===== src/rtl/logic_op_pkg.sv =====
// logic_op_pkg: opcodes and FSM state encoding shared by the serial logic unit and its benches
package logic_op_pkg;
    localparam logic [1:0] OP_AND  = 2'b00;
    localparam logic [1:0] OP_OR   = 2'b01;
    localparam logic [1:0] OP_XOR  = 2'b10;
    localparam logic [1:0] OP_NAND = 2'b11;
    typedef enum logic [1:0] {
        IDLE = 2'd0,
        RUN  = 2'd1,
        DONE = 2'd2
    } state_t;
endpackage


===== src/rtl/bit_logic_cell.sv =====
// bit_logic_cell: combinational 1-bit AND/OR/XOR/NAND selected by op
// Ports: op (opcode), a/b (operand bits), y (result bit)
module bit_logic_cell
    import logic_op_pkg::*;
(
    input  logic [1:0] op,
    input  logic       a,
    input  logic       b,
    output logic       y
);
    always_comb begin
        y = (op == OP_AND) ? (a & b) :
            (op == OP_OR)  ? (a | b) :
            (op == OP_XOR) ? (a ^ b) : ~(a & b);
    end
endmodule


===== src/rtl/serial_logic_unit.sv =====
// serial_logic_unit: bit-serial bitwise gate, one result bit per clock LSB first, done pulse with full word
// Ports: clk, reset_n (async active-low), start/op/in1/in2 (request, captured in IDLE),
//        busy (RUN or DONE), done (one-cycle result-valid pulse), out (held result word)
module serial_logic_unit
    import logic_op_pkg::*;
#(
    parameter int WIDTH = 32,
    parameter int CNT_W = $clog2(WIDTH + 1)
) (
    input  logic             clk,
    input  logic             reset_n,
    input  logic             start,
    input  logic [1:0]       op,
    input  logic [WIDTH-1:0] in1,
    input  logic [WIDTH-1:0] in2,
    output logic             busy,
    output logic             done,
    output logic [WIDTH-1:0] out
);
    localparam logic [CNT_W-1:0] LAST = CNT_W'(WIDTH - 1);
    state_t           state_q, state_d;
    logic [WIDTH-1:0] sha_q, sha_d, shb_q, shb_d, shr_q, shr_d, out_q, out_d;
    logic [1:0]       op_q, op_d;
    logic [CNT_W-1:0] cnt_q, cnt_d;
    logic             bit_y;

    bit_logic_cell u_cell (
        .op(op_q),
        .a (sha_q[0]),
        .b (shb_q[0]),
        .y (bit_y)
    );

    always_comb begin
        state_d = state_q;
        sha_d   = sha_q;
        shb_d   = shb_q;
        shr_d   = shr_q;
        op_d    = op_q;
        cnt_d   = cnt_q;
        out_d   = out_q;
        case (state_q)
            IDLE: if (start) begin
                state_d = RUN;
                sha_d   = in1;
                shb_d   = in2;
                op_d    = op;
                cnt_d   = '0;
                shr_d   = '0;
            end
            RUN: begin
                sha_d = sha_q >> 1;
                shb_d = shb_q >> 1;
                shr_d = {bit_y, shr_q[WIDTH-1:1]};
                cnt_d = cnt_q + CNT_W'(1);
                // last bit lands here; publish the completed word directly
                if (cnt_q == LAST) begin
                    state_d = DONE;
                    out_d   = shr_d;
                end
            end
            DONE:    state_d = IDLE;
            default: state_d = IDLE;
        endcase
    end

    always_ff @(posedge clk or negedge reset_n) begin
        if (!reset_n) begin
            state_q <= IDLE;
            sha_q   <= '0;
            shb_q   <= '0;
            shr_q   <= '0;
            op_q    <= OP_AND;
            cnt_q   <= '0;
            out_q   <= '0;
        end else begin
            state_q <= state_d;
            sha_q   <= sha_d;
            shb_q   <= shb_d;
            shr_q   <= shr_d;
            op_q    <= op_d;
            cnt_q   <= cnt_d;
            out_q   <= out_d;
        end
    end

    assign busy = (state_q != IDLE);
    assign done = (state_q == DONE);
    assign out  = out_q;
endmodule


===== config.mk =====
export PLATFORM = sky130hd
export DESIGN_NAME = serial_logic_unit
export DESIGN_NICKNAME = d
export VERILOG_FILES = /design/src/rtl/logic_op_pkg.sv /design/src/rtl/bit_logic_cell.sv /design/src/rtl/serial_logic_unit.sv
export SDC_FILE = /design/constraint.sdc
export NUM_CORES = 1
export LEC_CHECK = 0
export BUFFER_PORTS_ARGS = -buffer_cell sky130_fd_sc_hd__buf_4
export CAP_MARGIN = 20
export CORE_ASPECT_RATIO = 1.1
export CORE_MARGIN = 8
export CORE_UTILIZATION = 50
export DETAILED_ROUTE_END_ITERATION = 12
export PLACE_DENSITY = 0.73
export SLEW_MARGIN = 10
export SYNTH_ARGS = -nofsm -noshare
export SYNTH_HDL_FRONTEND = slang
export SYNTH_HIERARCHICAL = 1
export SYNTH_SLANG_ARGS = --single-unit

===== constraint.sdc =====
create_clock -name clk -period 4.5 [get_ports clk]
set_input_delay 0.675 -clock clk [delete_from_list [all_inputs] [get_ports clk]]
set_output_delay 0.675 -clock clk [all_outputs]
set_load 0.1 [all_outputs]

# == Yosys cells after proc, flatten, opt, wreduce, memory -nomap -nowiden ==
# Index checks and enable logic that the tools add are counted.
# classes
n_addsub,1
n_mul,0
n_div,0
magnitude_cmp,0
eq_ne,7
shift,0
n_mux,14
n_bitwise,4
n_reduce_logical,8
# ops
op,count
$pmux 32 s2,3
$mux 32,3
$pmux 6 s2,1
$reduce_and 2->1,4
$add 6x1->6 const B,1
$eq 6x5->1 const B,1
$mux 6,1
$eq 2x1->1 const B,2
$eq 2x2->1 const B,2
$logic_not 2->1,2
$mux 2,2
$ne 2x2->1 const B,2
$pmux 2 s2,1
$reduce_bool 2->1,2
$mux 1,3
$and 1x1->1,1
$not 1->1,1
$or 1x1->1,1
$xor 1x1->1,1
# word_totals
regBits,138
latch_bits,0
ramBits,0
romBits,0
inputBits,69
elab_cells,41
n_memories,0

# == Depth between registers and ports, before layout ==
# Gate-level depths: netlist (run 1).
# logic_depth
depth_word,6
ltp_mapped,7

# == Cells and area by module ==
# Netlist (run 1), hierarchy kept.
# by_module_without_submodules
module,n_inst,cells_per_inst,area_per_inst_um2,seq_area_each_um2
serial_logic_unit,1,532,5594.1,3428.3
bit_logic_cell,1,10,63.8,0.0

# == Worst setup path after synthesis (run 1) ==
# No wires, ideal clock.
# synth_path
path_kind,flip-flop to output port
startpoint,reg state_q[0]
endpoint,out done
t_arrival_ns,1.836
required_ns,3.825
setup_slack_ns,1.989
stages_incl_launch_ff,3
n_path_buf,1
cell_sequence,dfrtp_1 -> buf_4 -> nor2b_1
# synth_between
elab_chain_cells,1
# synth_rtl
element,line_no,rtl
from (decl),serial_logic_unit.sv:21,"state_t state_q, state_d;"
from (signal assigned),serial_logic_unit.sv:77,state_q <= state_d;
$eq 2x2->1,serial_logic_unit.sv:88,assign done = (state_q == DONE);
to (decl),serial_logic_unit.sv:17,"output logic done,"
# No other way between the ends.

# == Final worst setup path (run 1) ==
# layout_path
startpoint,reg state_q[0]
endpoint,out busy
# layout_between
elab_chain_cells,1
# layout_rtl
element,line_no,rtl
$reduce_bool 2->1,serial_logic_unit.sv:87,assign busy = (state_q != IDLE);
to (decl),serial_logic_unit.sv:16,"output logic busy,"
# No other way between the ends.

==> impl_metrics.env, run 1 <==
export IMPL_fin_nets=702
export IMPL_ys_seq_area_share_pct=60.6
export IMPL_power_frac_comb_pct=35.6
export IMPL_syn2layout_area_growth_pct=25.3
export IMPL_gp_congestion=0.726
export IMPL_rsz0062_at_grt="false"
export IMPL_p_seq_share_pct=38.4
export IMPL_vias=4357
export IMPL_fp_dieW_um=117
export IMPL_clk_pin_slew_ns=0.05
export IMPL_fillers=853
export IMPL_path_cells="or2_2 > buf_4"
export IMPL_fin_ws_ns=2.33
export IMPL_ant_nets=0
export IMPL_grt_pass1_vias=4488
export IMPL_start_kind="flop"
export IMPL_drive_gt1_share_pct=27.8
export IMPL_drt_wl_total_um=12600
export IMPL_numCtsBuffers=17
export IMPL_start_util_pct=51.6
export IMPL_crit_fanout=8
export IMPL_critPathMaxStageDelay_ns=0.50
export IMPL_sw_frac_of_total_pct=39.8
export IMPL_cts_buffer_depth=2
export IMPL_syn_num_nets=614
export IMPL_multi_input_area_um2=2030
export IMPL_synth_cells=542
export IMPL_postCtsHoldBufs=0
export IMPL_fmax_ghz=0.461
export IMPL_dieHeight_um=128
export IMPL_finalCritPeriodShare_pct=48.3
export IMPL_layout_min_cycle_time_ns=2.17
export IMPL_syn_cell_area_um2=5660
export IMPL_path_class="flop to output pin"
export IMPL_antenna_found_initial=0
export IMPL_grt_util_all_layers_pct=17.5
export IMPL_first_iter_violations=265
export IMPL_remaining_drc_errors=0
export IMPL_avgRoutedWirePerCell_um=15.9
export IMPL_cts_setup_buffers=0
export IMPL_netSwitchingPower_w=0.00218
export IMPL_maxSlewHeadroom_pct=27.5
export IMPL_irDropWorstVdd_v=0.000346
export IMPL_crit_required_ns=3.83
export IMPL_hold_viol_final=0
export IMPL_p_clk_share_pct=26.0
export IMPL_num_rows=40
export IMPL_leakage_nw=3.49
export IMPL_cts_tree="yes"
export IMPL_dp_hpwl_um=7970
export IMPL_status="finished clean"
export IMPL_arrival_ns=1.50
export IMPL_grt_max_degree=108
export IMPL_crit_path_top_delay_cell="dfrtp_1"
export IMPL_clk_latency_ns=0.41
export IMPL_drt_pass1_iterations=5
export IMPL_dieArea_um2=15000
export IMPL_antenna_cells=0
export IMPL_vias_per_cell=5.52
export IMPL_regArea_um2=3430
export IMPL_synth_area_per_cell_um2=10.4
export IMPL_yosysWarnings=6
export IMPL_min_delay_path_class="primary input to asynchronous set/reset pin"
export IMPL_ys_types=32
export IMPL_worstMarginPinSlew_ns=1.09
export IMPL_cap_violations=0
export IMPL_io_buffers=102
export IMPL_core_um2=11000
export IMPL_synth_seq_cells=137
export IMPL_rr_worst_depth=4
export IMPL_crit_path_end_kind="output pin"
export IMPL_io_pin_count=103
export IMPL_cp_top_family="flip-flops"
export IMPL_rrSetupSlack_ns=2.47
export IMPL_grt_pass1_wl_um=21600
export IMPL_final_setup_viol_count=0
export IMPL_grt_overflow_total=0
export IMPL_r2r_start="state_q[1]"
export IMPL_p_int_w=0.00330
export IMPL_r2r_end="shb_q[29]"
export IMPL_cts_sinks=137
export IMPL_dp_slack_ns=2.38
export IMPL_path_buf_inv=1
export IMPL_slew_viol_final=0
export IMPL_root_buffer="clkbuf_16"
export IMPL_htree_levels=4
export IMPL_cts_repair_resized=0
export IMPL_finClkSkew_ns=0.00806
export IMPL_tns_ns=0
export IMPL_power_density_nw_per_um2=772
[power by group through the flow]
stage                     clock network, W  registers, W  logic, W
after global routing               0.00150       0.00217   0.00213
after detailed placement                 0       0.00211   0.00195
final                              0.00143       0.00210   0.00195
after global placement                   0       0.00208   0.00189
after floorplan                          0       0.00260  0.000984
after CTS                          0.00145       0.00210   0.00197
[Yosys cell counts]
master / n / share of area [%]
nand3_1: 35 / 3.1
o22ai_1: 38 / 4.2
dfrtp_1: 137 / 61
o31ai_1: 1 / 0.13
nor3_1: 39 / 3.4
buf_4: 1 / 0.13
nand2_1: 127 / 8.4
nor4bb_1: 1 / 0.18
buf_6: 4 / 0.80
nor2_1: 38 / 2.5
buf_1: 3 / 0.20
buf_2: 20 / 1.8
o211ai_1: 1 / 0.13
nor3b_1: 1 / 0.13
a22oi_1: 24 / 3.2
o21bai_1: 1 / 0.13
a21oi_1: 2 / 0.18
xor2_1: 1 / 0.15
ha_1: 3 / 0.66
mux2_2: 27 / 5.4
o21ai_0: 6 / 0.53
o311ai_0: 1 / 0.15
or2_2: 2 / 0.22
nor4b_4: 1 / 0.42
nand3b_4: 1 / 0.35
nand2b_1: 1 / 0.11
mux2_1: 5 / 1.0
or3b_1: 1 / 0.15
nor2b_1: 4 / 0.44
o21ba_2: 1 / 0.18
clkbuf_1: 13 / 0.86
inv_1: 2 / 0.13
[state kept, by name, summed over array words and instances, names as in the netlist]
name,count
state_q,2
op_q,2
sha_q,32
shb_q,32
cnt_q,6
out,32
shr_q,31
[metrics by stage]
step                      cell area, µm²  utilization [%]  hold WS (ns)  instances  power, W
final                               7090             64.7         0.395        790   0.00547
after CTS                           7090             64.7         0.421        790   0.00551
after global placement              6480             59.1         0.459        758   0.00398
after global routing                7090             64.7         0.446        790   0.00580
after floorplan                     5660                -         0.379        542   0.00359
after detailed placement            6480             59.1         0.463        758   0.00407
[layer usage]
| metal | vias up | track usage, % | routed length (µm) |
|---|---|---|---|
| met5 | - | 0 | 0 |
| met4 | 0 | 6.26 | 171 |
| met3 | 19 | 6.30 | 844 |
| met2 | 129 | 27.1 | 5980 |
| met1 | 2157 | 22.1 | 5590 |
| li1 | 2052 | - | - |
[cells in the final DEF, fill, tap and decap left out]
master      Yosys  layout
ha_1            3       3
nor2_1         38      38
nor3b_2         0       1
nor2b_1         4       3
clkbuf_8        0       3
nand3_1        35      35
a22oi_1        24      24
nand2b_2        0       1
bufinv_16       0       3
o311ai_0        1       1
dfrtp_1       137     137
nor3_1         39      39
clkinv_2        0       5
o22ai_1        38      38
nor2b_4         0       1
nor4bb_1        1       1
buf_4           1     109
or2_2           2       2
o21bai_2        0       1
clkinv_4        0       2
buf_6           4       1
o211ai_1        1       1
mux2_2         27      27
nand3b_4        1       1
nor4b_4         1       1
clkbuf_16       0      17
o21ai_0         6       6
o31ai_1         1       1
nand2_1       127     127
or3b_2          0       1
o21ba_2         1       1
xor2_1          1       1
inv_1           2       2
a21oi_1         2       2
mux2_1          5       5
clkinvlp_4      0       2
[worst max path at each step]
stage	startpoint	to	slack [ns]	cells after the start
6_report	state_q[0]	busy	2.33	2
3_5_place_dp	start	cnt_q[5]	2.38	5
5_1_grt	state_q[0]	busy	2.26	2
3_3_place_gp	start	cnt_q[5]	2.46	5
2_1_floorplan	state_q[0]	done	1.99	2
4_1_cts	state_q[0]	busy	2.30	2
[layout make-up]
| cell class | count | share of cell area [%] |
|---|---|---|
| Multi-Input combinational cell | 362 | 28.6 |
| Inverter | 2 | 0.106 |
| Clock inverter | 12 | 2.08 |
| Timing Repair Buffer | 110 | 11.7 |
| Clock buffer | 20 | 6.58 |
| Sequential cell | 137 | 48.3 |
| Tap cell | 147 | 2.59 |
[kinds of logic (layout without fill, tap and decap cells)]
kind of cell	Yosys count	after routing	share of synthesized area [%]
muxes	32	32	6.37
DFF	137	137	60.6
xor gates and xnor gates	1	1	0.155
and+or+nand+nor	251	251	19.5
buffers and inverters	43	144	3.89
adders and majority gates	3	3	0.663
AOI/OAI and AO/OA	75	75	8.82
[worst register-to-register path: stages (launching register included)]
cell,delay [ns]
dfrtp_1,0.53
nand2b_2,0.58
buf_4,0.54
o22ai_1,0.17
nor2_1,0.15
Power figures use the tool's default switching activity.
==> run 2: changes to the inputs <==
==> constraint.sdc (replaced) <==
create_clock -name clk -period 2.1 [get_ports clk]
set_input_delay 0.315 -clock clk [delete_from_list [all_inputs] [get_ports clk]]
set_output_delay 0.315 -clock clk [all_outputs]
set_load 0.1 [all_outputs]
==> run 2 against run 1 <==
Routed wire length increased by 3.2%. Critical path type unchanged. Combinational power increased by 120%. Worst setup slack got worse by 2.1 ns.
==> impl_metrics.env, run 2 (synthesis gave the netlist of run 1 again) <==
export IMPL_clk_pin_slew_ns=0.06
export IMPL_arrival_ns=1.51
export IMPL_leakage_nw=3.55
export IMPL_drt_wl_total_um=13000
export IMPL_met1_length_um=5630
export IMPL_power_density_nw_per_um2=1650
export IMPL_finClkSkew_ns=0.0110
export IMPL_grt_pass1_vias=4506
export IMPL_vias=4299
export IMPL_dp_hpwl_um=8380
export IMPL_final_common_cell="dfrtp_1"
export IMPL_sw_frac_of_total_pct=39.1
export IMPL_crit_path_end_kind="output pin"
export IMPL_cts_repair_resized=0
export IMPL_cap_violations=0
export IMPL_htree_levels=4
export IMPL_start_util_pct=51.6
export IMPL_power_frac_comb_pct=35.8
export IMPL_dieHeight_um=128
export IMPL_hold_viol_final=0
export IMPL_p_seq_share_pct=37.9
export IMPL_root_buffer="clkbuf_16"
export IMPL_cts_tree="yes"
export IMPL_numCtsBuffers=17
export IMPL_remaining_drc_errors=0
export IMPL_worstMarginPinSlew_ns=0.589
export IMPL_tns_ns=0
export IMPL_dp_slack_ns=0.367
export IMPL_p_clk_share_pct=26.3
export IMPL_num_rows=40
export IMPL_status="finished clean"
export IMPL_gp_congestion=0.734
export IMPL_crit_required_ns=1.78
export IMPL_grt_max_degree=67
export IMPL_slew_viol_final=0
export IMPL_grt_pass1_wl_um=22000
export IMPL_cts_sinks=137
export IMPL_grt_util_all_layers_pct=17.8
export IMPL_design_area_um2=7210
export IMPL_cts_setup_buffers=0
export IMPL_rrSetupSlack_ns=0.32
export IMPL_antenna_cells=0
export IMPL_io_pin_count=103
export IMPL_p_int_w=0.00726
export IMPL_cts_buffer_depth=2
export IMPL_fp_dieW_um=117
export IMPL_core_um2=11000
export IMPL_io_buffers=102
export IMPL_maxSlewHeadroom_pct=60.7
export IMPL_grt_overflow_total=0
export IMPL_final_cell_mix="dfrtp_1 (137), nand2_1 (127), buf_4 (110)"
export IMPL_irDropWorstVdd_v=0.000655
export IMPL_avgRoutedWirePerCell_um=16.3
export IMPL_dr_wl_met2_um=6330
export IMPL_fmax_ghz=0.548
export IMPL_power_w=0.0119
export IMPL_postCtsHoldBufs=1
export IMPL_layout_min_cycle_time_ns=1.83
export IMPL_clk_latency_ns=0.41
export IMPL_drt_pass1_iterations=5
export IMPL_syn2layout_area_growth_pct=27.5
export IMPL_crit_fanout=8
export IMPL_fin_ws_ns=0.274
export IMPL_top_layer_used="met4"
export IMPL_vias_per_cell=5.40
export IMPL_drive_gt1_share_pct=28.2
export IMPL_first_iter_violations=270
export IMPL_dieArea_um2=15000
export IMPL_start_kind="flop"
export IMPL_rsz0062_at_grt="false"
export IMPL_path_class="flop to output pin"
export IMPL_dpl_instance_area_um2=6570
export IMPL_finalCritPeriodShare_pct=87.0
export IMPL_antenna_found_initial=0
export IMPL_min_delay_path_class="primary input to flop"
export IMPL_ant_nets=0
export IMPL_final_setup_viol_count=0
export IMPL_wl_met3_um=925
export IMPL_netSwitchingPower_w=0.00466
export IMPL_fin_nets=708
-- run 2: area by class of cell --
type                       instances  area [µm²]
multi-input combinational        362        2030
clock buffer                      26         529
clock inverter                     6         108
tap                              147         184
inverter                           2        7.51
sequential                       137        3430
fill                             858        3750
timing repair buffer             116         927
-- run 2: metal layers --
metal	vias up	GRT usage (%)
li1	2061	-
met1	2105	22.1
met2	125	28.4
met3	8	6.34
met4	0	5.65
met5	-	0
-- run 2: per-stage QoR --
stage / utilization (%) / hold slack (ns) / instances
6_report: 65.8 / 0.0941 / 796
5_1_grt: 65.8 / 0.102 / 796
4_1_cts: 65.8 / 0.0872 / 796
3_5_place_dp: 59.9 / 0.326 / 763
3_3_place_gp: 59.9 / 0.324 / 763
2_1_floorplan: - / 0.0194 / 542
-- run 2: final timing paths --
| path | end | depth (start not counted) | startpoint |
|---|---|---|---|
| max | busy | 2 | state_q[0] |
| min | sha_q[31] | 3 | in1[31] |
| max reg2reg | shb_q[13] | 4 | state_q[0] |
| min reg2reg | sha_q[8] | 2 | sha_q[8] |
| max in group asynchronous | shr_q[31] | 3 | reset_n |
| min in group asynchronous | out[6] | 2 | reset_n |
-- run 2: power groups by stage --
| stage | sequential [W] | combinational [W] | clock, W |
|---|---|---|---|
| final | 0.00452 | 0.00426 | 0.00314 |
| after global routing | 0.00465 | 0.00466 | 0.00330 |
| after CTS | 0.00451 | 0.00431 | 0.00319 |
| after detailed placement | 0.00453 | 0.00428 | 0 |
| after global placement | 0.00447 | 0.00413 | 0 |
| after floorplan | 0.00558 | 0.00211 | 0 |
-- run 2: worst max-delay path: stages (launching register included) --
cell and delay [ns]:
dfrtp_1 0.50, or2_2 0.36, buf_4 0.24
